--- config.mk ---
export PLATFORM = sky130hd
export DESIGN_NAME = apb_seq_controller
export DESIGN_NICKNAME = d
export VERILOG_FILES = /design/src/rtl/apb_seq_controller.sv
export SDC_FILE = /design/constraint.sdc
export NUM_CORES = 1
export LEC_CHECK = 0
export ABC_AREA = 0
export BUFFER_PORTS_ARGS = -buffer_cell sky130_fd_sc_hd__buf_2
export CORE_UTILIZATION = 35
export DETAILED_ROUTE_END_ITERATION = 10
export GPL_TIMING_DRIVEN = 0
export SYNTH_ARGS = -nofsm -noshare
export SYNTH_HDL_FRONTEND = slang
export SYNTH_SLANG_ARGS = --single-unit
--- constraint.sdc ---
create_clock -name HCLK -period 1.8 [get_ports HCLK]
set_input_delay 0.09 -clock HCLK [delete_from_list [all_inputs] [get_ports HCLK]]
set_output_delay 0.09 -clock HCLK [all_outputs]
set_load 0.05 [all_outputs]
--- src/rtl/apb_seq_controller.sv ---
// AHB-to-APB sequencing controller.
// Accepts AHB address phases aimed at the APB window and turns each into an
// APB setup/access pair. Writes take an extra wait cycle so the AHB data
// phase can be captured. All APB and ready outputs are registered and are
// decoded from the next state, so each value holds for the whole state.
module apb_seq_controller (
    input  logic        HCLK,
    input  logic        HRESETn,
    input  logic        valid,
    input  logic [1:0]  HTRANS,
    input  logic        HWRITE,
    input  logic        HREADYin,
    input  logic [31:0] HADDR,
    input  logic [31:0] HWDATA,
    input  logic [2:0]  TEMP_SEL,
    output logic [2:0]  PSEL,
    output logic        PENABLE,
    output logic        PWRITE,
    output logic [31:0] PADDR,
    output logic [31:0] PWDATA,
    output logic        HREADYout
);

    typedef enum logic [2:0] {
        ST_IDLE, ST_READ, ST_RENABLE, ST_WWAIT, ST_WRITE, ST_WENABLE
    } state_e;

    state_e      state_q, state_d;
    logic [31:0] addr_q, addr_d;
    logic [2:0]  sel_q, sel_d;
    logic [31:0] wdata_q, wdata_d;

    logic [2:0]  psel_q, psel_d;
    logic        penable_q, penable_d;
    logic        pwrite_q, pwrite_d;
    logic [31:0] paddr_q, paddr_d;
    logic [31:0] pwdata_q, pwdata_d;
    logic        hready_q, hready_d;

    logic        accept;
    logic        can_accept;

    // NONSEQ or SEQ only; BUSY and IDLE never start a transfer.
    assign accept     = valid && HREADYin && ((HTRANS == 2'b10) || (HTRANS == 2'b11));
    // A new address phase is only taken while the master sees HREADYout=1.
    assign can_accept = (state_q == ST_IDLE) || (state_q == ST_RENABLE) ||
                        (state_q == ST_WENABLE);

    // State and output registers; reset aborts any transfer immediately.
    always_ff @(posedge HCLK or negedge HRESETn) begin
        if (!HRESETn) begin
            state_q   <= ST_IDLE;
            addr_q    <= '0;
            sel_q     <= '0;
            wdata_q   <= '0;
            psel_q    <= '0;
            penable_q <= 1'b0;
            pwrite_q  <= 1'b0;
            paddr_q   <= '0;
            pwdata_q  <= '0;
            hready_q  <= 1'b1;
        end else begin
            state_q   <= state_d;
            addr_q    <= addr_d;
            sel_q     <= sel_d;
            wdata_q   <= wdata_d;
            psel_q    <= psel_d;
            penable_q <= penable_d;
            pwrite_q  <= pwrite_d;
            paddr_q   <= paddr_d;
            pwdata_q  <= pwdata_d;
            hready_q  <= hready_d;
        end
    end

    // Next-state logic plus capture of address/select/write data.
    always_comb begin
        state_d = state_q;
        addr_d  = addr_q;
        sel_d   = sel_q;
        wdata_d = wdata_q;
        case (state_q)
            ST_IDLE, ST_RENABLE, ST_WENABLE: begin
                if (accept) begin
                    state_d = HWRITE ? ST_WWAIT : ST_READ;
                    addr_d  = HADDR;
                    sel_d   = TEMP_SEL;
                end else begin
                    state_d = ST_IDLE;
                end
            end
            ST_READ:  state_d = ST_RENABLE;
            ST_WWAIT: begin
                state_d = ST_WRITE;
                wdata_d = HWDATA;
            end
            ST_WRITE: state_d = ST_WENABLE;
            default:  state_d = ST_IDLE;
        endcase
        if (!can_accept) begin
            addr_d = addr_q;
            sel_d  = sel_q;
        end
    end

    // Output decode from the next state; the capture values used here are
    // the ones being loaded on the same edge.
    always_comb begin
        psel_d    = psel_q;
        penable_d = penable_q;
        pwrite_d  = pwrite_q;
        paddr_d   = paddr_q;
        pwdata_d  = pwdata_q;
        hready_d  = hready_q;
        case (state_d)
            ST_IDLE: begin
                psel_d = '0; penable_d = 1'b0; hready_d = 1'b1;
            end
            ST_READ, ST_RENABLE: begin
                psel_d    = sel_d;
                paddr_d   = addr_d;
                pwrite_d  = 1'b0;
                penable_d = (state_d == ST_RENABLE);
                hready_d  = (state_d == ST_RENABLE);
            end
            ST_WWAIT: begin
                psel_d = '0; penable_d = 1'b0; hready_d = 1'b0;
            end
            ST_WRITE, ST_WENABLE: begin
                psel_d    = sel_d;
                paddr_d   = addr_d;
                pwdata_d  = wdata_d;
                pwrite_d  = 1'b1;
                penable_d = (state_d == ST_WENABLE);
                hready_d  = (state_d == ST_WENABLE);
            end
            default: begin
                psel_d = '0; penable_d = 1'b0; hready_d = 1'b1;
            end
        endcase
    end

    assign PSEL      = psel_q;
    assign PENABLE   = penable_q;
    assign PWRITE    = pwrite_q;
    assign PADDR     = paddr_q;
    assign PWDATA    = pwdata_q;
    assign HREADYout = hready_q;

endmodule

==> metrics.md, run 1 <==
| Metric | Value |
|---|---|
| Layout area overhead | 48.9% |
| Compound-cell area share of the yosys netlist | 0.0165 |
| IO Pins | 144 |
| Pwr Density | approximately 2200 mW/mm² |
| CTS Sinks | 140 |
| Worst R2R Setup Slack | -0.08 ns |
| Number of global-route vias before repair | ~3700 |
| Failing checks | setup timing |
| Clk buf depth | 2 |
| Relative max-transition margin | 0.674 |
| Worst Hold Slack | 0.189 ns |
| Largest family of logic cells by synthesized area | multiplexers |
| Crit path required time | 2.10 ns |
| Synthesized instance count | slightly above 300 |
| Residual DRC | 0 |
| Period utilization | 1.04 |
| Die width | 127 µm |
| Post-DP HPWL | approximately 7 mm |
| CP Cell Sequence | buf_6, and3b_2, o21ai_4, buf_12, buf_12, mux2_4, mux2_4 |
| Clk_skew | 0.00824 ns |
| Iter 0 DRT Violations | 110 |
| Sequential share of the synthesized area | 0.642 |
| Data arrival time of the critical path | between 2 and 2.5 ns |
| Final wirelength | 11.5 mm |
| Outcome | finished with violations |
| Max Freq | 533 MHz |
| Layout cells sized above 1 | 0.601 |
| Root buf cell | clkbuf_16 |
| Synth top area share | 0.637 |
| CTS buffer count | 17 |
| Vias per cell | 4.53 |
| Initial Util | 0.359 |
| Fin nets | 639 |
| Netlist cell types | 26 |
| Critical path type | flop to flop |
| Max incr delay on CP | 0.37 ns |
| Syn Std Cell Area | 0.00546 mm² |
| Most common cell after layout, fill and taps aside | buf_2 |
| H-Tree Level Count | 4 |
| Core area | ~0.015 mm² |
| Clk slew on worst S/H paths | 0.06 ns |
| Worst Setup Start Kind | flop |
| Reg2reg start | state_q[2] |
| Fillcell total | approximately 1300 |
| Worst VDD drop | 0.000879 V |
| Worst reg2reg endpoint | PADDR[18] |
| First-pass GRT wire length | ~19 mm |
| Adder-cell share of the synthesized area | 0 |
| Top cells by area, synth | dfrtp_1 (64%), mux2_2 (16%), mux2_4 (13%), mux2_1 (1.4%), buf_6 (0.83%) |
| Slowest-stage cell, CP | dfrtp_1 |
| Tot Pwr | 0.0176 W |
| Worst r2r path cells | 7 |
| Pin count of the biggest net entering global routing | 91 |
| Unrepaired setup endpoints after global routing | yes |
| Worst hold-check path type | input port to asynchronous set/reset pin |
| CTS tree | done |
| Mux contribution to synthesized area | 0.302 |
| Period minus WS final | 1.88 ns |
| Design area | a little over 0.008 mm² |
| Max-slew violations | 0 |
| Die Height | 127 µm |
| Most frequent cells in the layout | buf_2 (141), dfrtp_1 (139), mux2_4 (70), dlygate4sd3_1 (69), mux2_2 (60) |
| Final Hold Vio Count | 0 |
| Synth Area in XOR/XNOR | 0 |
| GRT overflow | 0 |
| Placed Area | 0.00646 mm² |
| Inserted Diodes | 0 |
| Drt pass-1 iters | 4 |
| Worst-Skew Late Latency | 0.42 ns |
| IO buf count | ~140 |
| Cell taking the most area after synthesis | dfrtp_1 |
| Die area | between 0.015 and 0.02 mm² |
| Crit-path max FO | 10 |
| Yosys reg bits | 140 |
| Crit. End Element | flop |
| Initial antenna violation count | 0 |
| Final GP Congestion | 0.684 |
| Total GRT Usage | 0.151 |
| Measured slew at the worst slew-check pin | 0.489 ns |
| Warnings, synthesis | 0 |
| Leakage | 3.99 nW |
| Post-DRT Antenna Nets | 0 |
| Syn Nets | 385 |
| Rows | 45 |
| Routed len/inst | 15.0 µm |
| Mapped Avg Cell Area | 17.5 µm² |
| DR vias | ~3500 |
| PnR worst setup slack | -0.0756 ns |
| Simple-gate share of the synthesized area | 0.0183 |
| Setup violations, final | 32 |
| Max-cap viol count | 0 |
[area by class of cell]
type	instances	area, µm²	share of cell area
Multi-Input combinational cell	155	1940	0.239
Tap cell	188	235	0.0289
Buffer	15	220	0.0271
Clock inverter	6	38.8	0.00477
Sequential cell	140	3500	0.431
Timing Repair Buffer	235	1690	0.208
Inverter	1	3.75	0.000462
Clock buffer	24	492	0.0605
[how the worst max path moves through the flow]
stage | startpoint | slack, ns | endpoint | depth (start not counted)
2_1_floorplan | state_q[2] | -0.03 | PADDR[10] | 6
3_3_place_gp | HRESETn | -1.22 | PWDATA[20] | 1
3_5_place_dp | state_q[0] | -0.22 | PADDR[16] | 6
4_1_cts | state_q[2] | -0.09 | PADDR[2] | 7
5_1_grt | state_q[2] | -0.12 | PADDR[21] | 7
6_report | state_q[2] | -0.08 | PADDR[18] | 7
[cells in the mapped netlist]
library cell	n
nand2b_1	3
nand3_1	1
a22o_1	1
inv_1	1
mux2_4	46
a21oi_4	1
o22a_1	1
o21a_1	1
o21ai_4	1
a21oi_1	2
o21ai_2	1
buf_4	4
nand3b_4	1
and2_1	5
o22ai_1	1
buf_2	7
dfstp_2	1
nand2_1	1
dfrtp_1	139
mux2_1	7
o21bai_1	1
mux2_2	78
and3_1	1
and3b_1	1
buf_6	4
nor2_2	1
[worst max-delay path: cells and delay by family (launching register included)]
family	cells	cell delay, ns
AOI/OAI and AO/OA	1	0.16
DFF	1	0.37
and+or+nand+nor	1	0.22
muxes	2	0.58
buffers and inverters	3	0.43
[sequential cells by signal, summed over array words and instances (netlist names)]
signal	count
PADDR	32
PWDATA	32
addr_q	32
wdata_q	32
PSEL	3
sel_q	3
state_q	3
HREADYout	1
PENABLE	1
PWRITE	1
[per-stage QoR]
step	util	TNS, ns	instances	setup slack [ns]
final	0.534	-1.78	764	-0.0756
after global routing	0.534	-3.34	764	-0.115
after CTS	0.516	-2.92	748	-0.0908
after detailed placement	0.425	-8.16	642	-0.224
after global placement	0.423	-174.63	641	-1.22
after floorplan	-	-0.561	311	-0.0256
[kinds of logic after synthesis]
group	after synthesis
and+or+nand+nor	14
DFF	140
AOI/OAI and AO/OA	10
muxes	131
buffers and inverters	16
[where the power goes]
group	internal, W	switching [W]	total, W
Combinational	0.00404	0.00496	0.00899
Sequential	0.00479	0.000617	0.00541
Clock	0.00189	0.00127	0.00316
[metal layers]
metal  routed length, µm  part of all wire  GRT usage
met5                   0                 0          0
met4                 192             0.017     0.0679
met3                 591             0.052     0.0472
met2                5410              0.47      0.242
met1                5280              0.46      0.187
[what timing repair did]
item / in CTS / in global routing
hold buffers: 69 / 0
pin swaps: 1 / 1
setup buffers: 7 / 14
endpoints found under the setup margin: 63 / 64
gates resized for setup: 27 / 29
endpoints found under the hold margin: 119 / 0
cloned: 0 / 2
No activity file was read; power rests on OpenSTA's default activity.
==> run 2: changes to the inputs <==
==> constraint.sdc (replaced) <==
create_clock -name HCLK -period 1.8 [get_ports HCLK]
set_input_delay 0.18 -clock HCLK [delete_from_list [all_inputs] [get_ports HCLK]]
set_output_delay 0.18 -clock HCLK [all_outputs]
set_load 0.05 [all_outputs]
==> run 2 against run 1 <==
The run still ends with setup timing left; fmax rose by 0.31%; clock power barely moved; worst hold slack got worse by 0.17 ns; first-iteration DRC count fell by 22%; non-clock buffer count fell by 25; critical path depth did not move; highest routed layer unchanged.
==> metrics.md, run 2 (same netlist as run 1, synthesis figures left out) <==
| Metric | Value |
|---|---|
| Outcome | finished with violations |
| Failing checks | setup timing |
| Pwr Density | 2210 mW/mm² (+2.1%) |
| Initial antenna violation count | 0 (unchanged) |
| Fin Setup TNS | -1.73 ns (+0.0582 ns) |
| Die width | 127 µm (unchanged) |
| Final GP Congestion | 0.684 (unchanged) |
| Pin count of the biggest net entering global routing | 91 (unchanged) |
| Fillcell total | 1303 (+2.4%) |
| Clk slew on worst S/H paths | 0.06 ns (about the same) |
| Iter 0 DRT Violations | 86 (-22%) |
| Unrepaired setup endpoints after global routing | yes |
| H-Tree Level Count | 4 (unchanged) |
| Hold Path Stages | 2 |
| Reg2reg start | state_q[2] |
| IO buf count | 142 (unchanged) |
| Leakage | 3.87 nW (-2.9%) |
| PnR worst setup slack | -0.0698 ns (+0.00582 ns) |
| Critical path type | flop to flop |
| CP Cell Sequence | buf_6, and3b_2, o21ai_4, buf_12, buf_12, mux2_4, mux2_4 |
| Core area | 0.0152 mm² (unchanged) |
| Utilization after layout | 0.517 (-0.0170) |
| Most common cell after layout, fill and taps aside | buf_2 |
| GRT overflow | 0 (unchanged) |
| WP buf/inv | 3 (unchanged) |
| Layout cells sized above 1 | 0.623 (+0.0218) |
| Die area | 0.0161 mm² (unchanged) |
| Initial Util | 0.359 (unchanged) |
| Vias per cell | 4.56 (+0.66%) |
| Design area | 0.00787 mm² (-3.2%) |
| Crit-path max FO | 10 (unchanged) |
| IO Pins | 144 (unchanged) |
| Most frequent cells in the layout | buf_2 (141), dfrtp_1 (139), mux2_4 (69), mux2_2 (61), dlygate4sd3_1 (47) |
| Fin nets | 614 (-3.9%) |
| Period utilization | 1.04 (-0.00323) |
| Hold Startpoint | HADDR[20] |
| Data arrival time of the critical path | 2.17 ns (about the same) |
| Post-DRT Antenna Nets | 0 (unchanged) |
| First-pass GRT wire length | 18.4 mm (-2.0%) |
| Routed len/inst | 15.2 µm (+1.1%) |
| Final Hold Vio Count | 0 (unchanged) |
| CTS buffer count | 17 (unchanged) |
| Crit path required time | 2.10 ns (about the same) |
| Setup violations, final | 32 (unchanged) |
| CTS tree | done |
| Slowest-stage cell, CP | dfrtp_1 |
| Instance count on the critical path | 7 (unchanged) |
| Inserted Diodes | 0 (unchanged) |
| CTS Sinks | 140 (unchanged) |
| Placed Area | 0.00646 mm² (unchanged) |
| Worst-Skew Late Latency | 0.42 ns (about the same) |
| Worst hold-check path type | input port to flop |
| Max Freq | 535 MHz (+0.31%) |
| Delay-heaviest family, CP | multiplexers |
| Worst setup path start | state_q[2] |
| Clk_skew | 0.00830 ns (+0.0000678 ns) |
| Root buf cell | clkbuf_16 |
| Cells after DPL | 642 (unchanged) |
| Drt pass-1 iters | 4 (unchanged) |
| Max-slew violations | 0 (unchanged) |
| DR vias | 3367 (-2.6%) |
| Measured slew at the worst slew-check pin | 0.489 ns (-0.000585 ns) |
| Number of global-route vias before repair | 3626 (-1.8%) |
| Die Height | 127 µm (unchanged) |
| Worst VDD drop | 0.000941 V (+7.1%) |
| Period minus WS final | 1.87 ns (-0.00582 ns) |
| Rows | 45 (unchanged) |
| Max-cap viol count | 0 (unchanged) |
| Crit. End Element | flop |
| Final Non-Filler Cells | 739 (-3.3%) |
| Layout area overhead | 44.2% |
| Residual DRC | 0 (unchanged) |
| Max incr delay on CP | 0.37 ns (about the same) |
| Relative max-transition margin | 0.674 (about the same) |
| Clk buf depth | 2 (unchanged) |
| Total GRT Usage | 0.148 (-0.00304) |
| Worst r2r path cells | 7 (unchanged) |
| Worst Setup Start Kind | flop |
| Final wirelength | 11.2 mm (-2.2%) |
| Post-DP HPWL | 6.93 mm (unchanged) |
## run 2: worst paths after layout
check	end	slack, ns
setup / recovery	PADDR[9]	-0.07
hold / removal	addr_q[20]	0.02
setup reg to reg	PADDR[9]	-0.07
hold reg to reg	sel_q[1]	0.49
max in group asynchronous	state_q[2]	0.70
min in group asynchronous	PADDR[14]	0.28
## run 2: what timing repair did
action,4_1_cts,5_1_grt
setup buffers,7,11
pin swaps,1,1
hold buffers,47,0
resized for setup,27,28
cloned,0,2
hold endpoints to repair,95,0
endpoints found under the setup margin,63,64
## run 2: cell type report
cell class | instances | area [µm²] | share of cell area
flip-flops and latches | 140 | 3500 | 0.446
multi-input cells | 155 | 1940 | 0.247
repair buffers | 210 | 1430 | 0.182
clock buffers | 24 | 492 | 0.0625
well taps | 188 | 235 | 0.0299
plain buffers | 15 | 220 | 0.0280
clock inverters | 6 | 38.8 | 0.00493
inverters | 1 | 3.75 | 0.000477
## run 2: per-layer routing
layer,wire length [µm],GRT usage,share of wire
met5,0,0,0
met4,192,0.0679,0.017
met3,670,0.0481,0.060
met2,5220,0.233,0.47
met1,5130,0.185,0.46
## run 2: through the flow
step,hold slack (ns),worst slack [ns],total power [W]
2_1_floorplan,-0.116,-0.0256,0.0117
3_3_place_gp,0.411,-1.31,0.0132
3_5_place_dp,0.161,-0.224,0.0134
4_1_cts,0.0000415,-0.0908,0.0170
5_1_grt,0.00102,-0.114,0.0182
6_report,0.0172,-0.0698,0.0174
## run 2: report_power, final
part	switching [W]	total [W]	internal [W]
combinational	0.00491	0.00880	0.00388
clock	0.00127	0.00315	0.00189
sequential	0.000612	0.00540	0.00479
## run 2: worst reg2reg max path, delay by kind of cell, from the launching register on
family | cells | cell delay [ns]
mux | 2 | 0.57
flops | 1 | 0.37
buf+inv | 3 | 0.43
compound gates | 1 | 0.16
simple gates | 1 | 0.23
==> run 3: changes to the inputs <==
--- a/config.mk
+++ b/config.mk
@@ -9,2 +9,3 @@
 export BUFFER_PORTS_ARGS = -buffer_cell sky130_fd_sc_hd__buf_2
+export CORE_ASPECT_RATIO = 0.7
 export CORE_UTILIZATION = 35
==> constraint.sdc (replaced) <==
create_clock -name HCLK -period 1.75 [get_ports HCLK]
set_input_delay 0.0875 -clock HCLK [delete_from_list [all_inputs] [get_ports HCLK]]
set_output_delay 0.0875 -clock HCLK [all_outputs]
set_load 0.05 [all_outputs]
==> run 3 against run 2 <==
The flow still finishes with violations (setup timing); clock power grew 20%; power grew 6.6%; worst setup slack lost 0.024 ns; sequential power grew 4%; sequential share of layout area shrank 2.1 points; non-clock buffer count grew 26; utilization grew 3.5 points; first-iteration DRC count grew 19%; global-route usage grew 0.077 points; critical path type unchanged.
==> metrics.md, run 3 (same netlist as run 1, synthesis figures left out) <==
| Metric | Value |
|---|---|
| Outcome | finished with violations |
| Failing checks | setup timing |
| Max Freq | 542 MHz (+1.4%) |
| Worst VDD drop | 0.00118 V (+26%) |
| CTS tree | done |
| Worst hold-check path type | input port to flop |
| Die area | 0.0161 mm² (about the same) |
| Residual DRC | 0 (unchanged) |
| Placed Area | 0.00647 mm² (+0.14%) |
| Inserted Diodes | 0 (unchanged) |
| Max-cap viol count | 0 (unchanged) |
| Delay-heaviest family, CP | multiplexers |
| Unrepaired setup endpoints after global routing | yes |
| CTS buffer count | 17 (unchanged) |
| Max incr delay on CP | 0.43 ns (+0.06 ns) |
| Final wirelength | 11.9 mm (+5.7%) |
| Root buf cell | clkbuf_16 |
| Crit path required time | 2.03 ns (-0.07 ns) |
| Max-slew violations | 0 (unchanged) |
| Critical path type | flop to flop |
| DR vias | 3468 (+3.0%) |
| Post-DRT Antenna Nets | 0 (unchanged) |
| Worst R2R Setup Slack | -0.09 ns (-0.02 ns) |
| Fin nets | 640 (+4.2%) |
| CP Cell Sequence | and3b_2, o21ai_4, buf_12, clkbuf_16, mux2_4, mux2_4 |
| Clk_skew | 0.00690 ns (-0.00140 ns) |
| Slowest-stage cell, CP | dfrtp_2 |
| Pwr Density | 2240 mW/mm² (+1.6%) |
| Layout area overhead | 51.3% |
| Clk buf depth | 2 (unchanged) |
| Final GP Congestion | 0.710 (+3.9%) |
| Worst reg2reg endpoint | PADDR[15] |
| Period minus WS final | 1.84 ns (-0.0257 ns) |
| Crit-path max FO | 8 (-2) |
| Data arrival time of the critical path | 2.13 ns (-0.04 ns) |
| Hold Startpoint | HREADYin |
| Vias per cell | 4.48 (-1.7%) |
| Worst Setup Start Kind | flop |
| Worst Hold End | state_q[1] |
| Design area | 0.00826 mm² (+5.0%) |
| Routed len/inst | 15.3 µm (+0.90%) |
| CTS Sinks | 140 (unchanged) |
| PnR worst setup slack | -0.0941 ns (-0.0243 ns) |
| Initial Util | 0.365 (+0.00598) |
| Most frequent cells in the layout | buf_2 (141), dfrtp_1 (137), mux2_4 (81), dlygate4sd3_1 (69), mux2_2 (47) |
| Reg2reg start | state_q[0] |
| Core area | 0.0150 mm² (-1.6%) |
| Pin count of the biggest net entering global routing | 75 (-18%) |
| Utilization after layout | 0.552 (+0.0348) |
| IO buf count | 142 (unchanged) |
| First-pass GRT wire length | 18.5 mm (+0.87%) |
| Total GRT Usage | 0.149 (+0.000768) |
| Worst r2r path cells | 6 (-1) |
| Crit. End Element | flop |
| H-Tree Level Count | 4 (unchanged) |
| IO Pins | 144 (unchanged) |
| Period utilization | 1.05 (+0.0150) |
| Number of global-route vias before repair | 3652 (+0.72%) |
| WP buf/inv | 2 (-1) |
| Iter 0 DRT Violations | 102 (+19%) |
| Hold Path Stages | 4 (+2) |
| Most common cell on crit path | mux2_4 |
| Die Height | 106 µm (-16%) |
| Leakage | 4.09 nW (+5.5%) |
| Relative max-transition margin | 0.572 (-0.102) |
| Die width | 151 µm (+19%) |
| Layout cells sized above 1 | 0.606 (-0.0163) |
| Worst-Skew Late Latency | 0.40 ns (-0.02 ns) |
| Clk slew on worst S/H paths | 0.06 ns (about the same) |
| Most common cell after layout, fill and taps aside | buf_2 |
| Setup violations, final | 59 (+84%) |
| Final Hold Vio Count | 0 (unchanged) |
| Initial antenna violation count | 0 (unchanged) |
| Rows | 37 (-18%) |
| Measured slew at the worst slew-check pin | 0.642 ns (+0.153 ns) |
| Post-DP HPWL | 7.20 mm (+3.8%) |
| GRT overflow | 0 (unchanged) |
| Drt pass-1 iters | 4 (unchanged) |
[run 3: worst max-delay path by stage]
stage,to,slack [ns],cells after the start,start
after floorplan,PADDR[10],-0.08,6,state_q[2]
after global placement,PWDATA[20],-1.29,1,HRESETn
after detailed placement,PADDR[30],-0.26,6,state_q[0]
after CTS,PADDR[19],-0.12,7,state_q[2]
after global routing,PADDR[15],-0.12,6,state_q[0]
final,PADDR[15],-0.09,6,state_q[0]
[run 3: final cells by class]
cell class / count / area (µm²)
multi-input combinational: 155 / 1980
fill: 1248 / 6700
clock buffer: 19 / 433
timing repair buffer: 238 / 1730
buffer: 13 / 165
tap: 195 / 244
sequential: 140 / 3510
inverter: 1 / 3.75
clock inverter: 13 / 189
[run 3: repair_timing]
| action | 4_1_cts | 5_1_grt |
|---|---|---|
| buffers inserted | 12 | 10 |
| setup endpoints to repair | 93 | 64 |
| hold buffers | 69 | 0 |
| resized for setup | 24 | 34 |
| endpoints found under the hold margin | 134 | 0 |
| pin swaps | 1 | 2 |
| cloned | 0 | 4 |
[run 3: through the flow]
step / worst slack [ns] / cells / hold WS, ns / setup TNS [ns] / total power (W)
2_1_floorplan: -0.0756 / 311 / -0.208 / -1.86 / 0.0121
4_1_cts: -0.122 / 762 / 0.203 / -3.59 / 0.0182
5_1_grt: -0.124 / 774 / 0.235 / -6.08 / 0.0195
3_5_place_dp: -0.265 / 649 / 0.141 / -10.92 / 0.0138
3_3_place_gp: -1.29 / 648 / 0.319 / -186.19 / 0.0136
6_report: -0.0941 / 774 / 0.221 / -3.15 / 0.0185
[run 3: tightest hold or removal path: stages]
cell and delay [ns]:
buf_2 0.10, and3_1 0.20, nand2_1 0.11, o22ai_1 0.08
[run 3: where the power goes]
part,switching [W],internal [W]
Sequential,0.000669,0.00493
Clock,0.00138,0.00240
Combinational,0.00506,0.00406
Total,0.00711,0.0114
[run 3: layer usage]
layer  global-route usage  vias to the layer above  part of all wire
li1                     -                     1601                 -
met1                0.200                     1765              0.49
met2                0.228                       97              0.45
met3               0.0519                        5             0.057
met4               0.0357                        0            0.0040
met5                    0                        -                 0
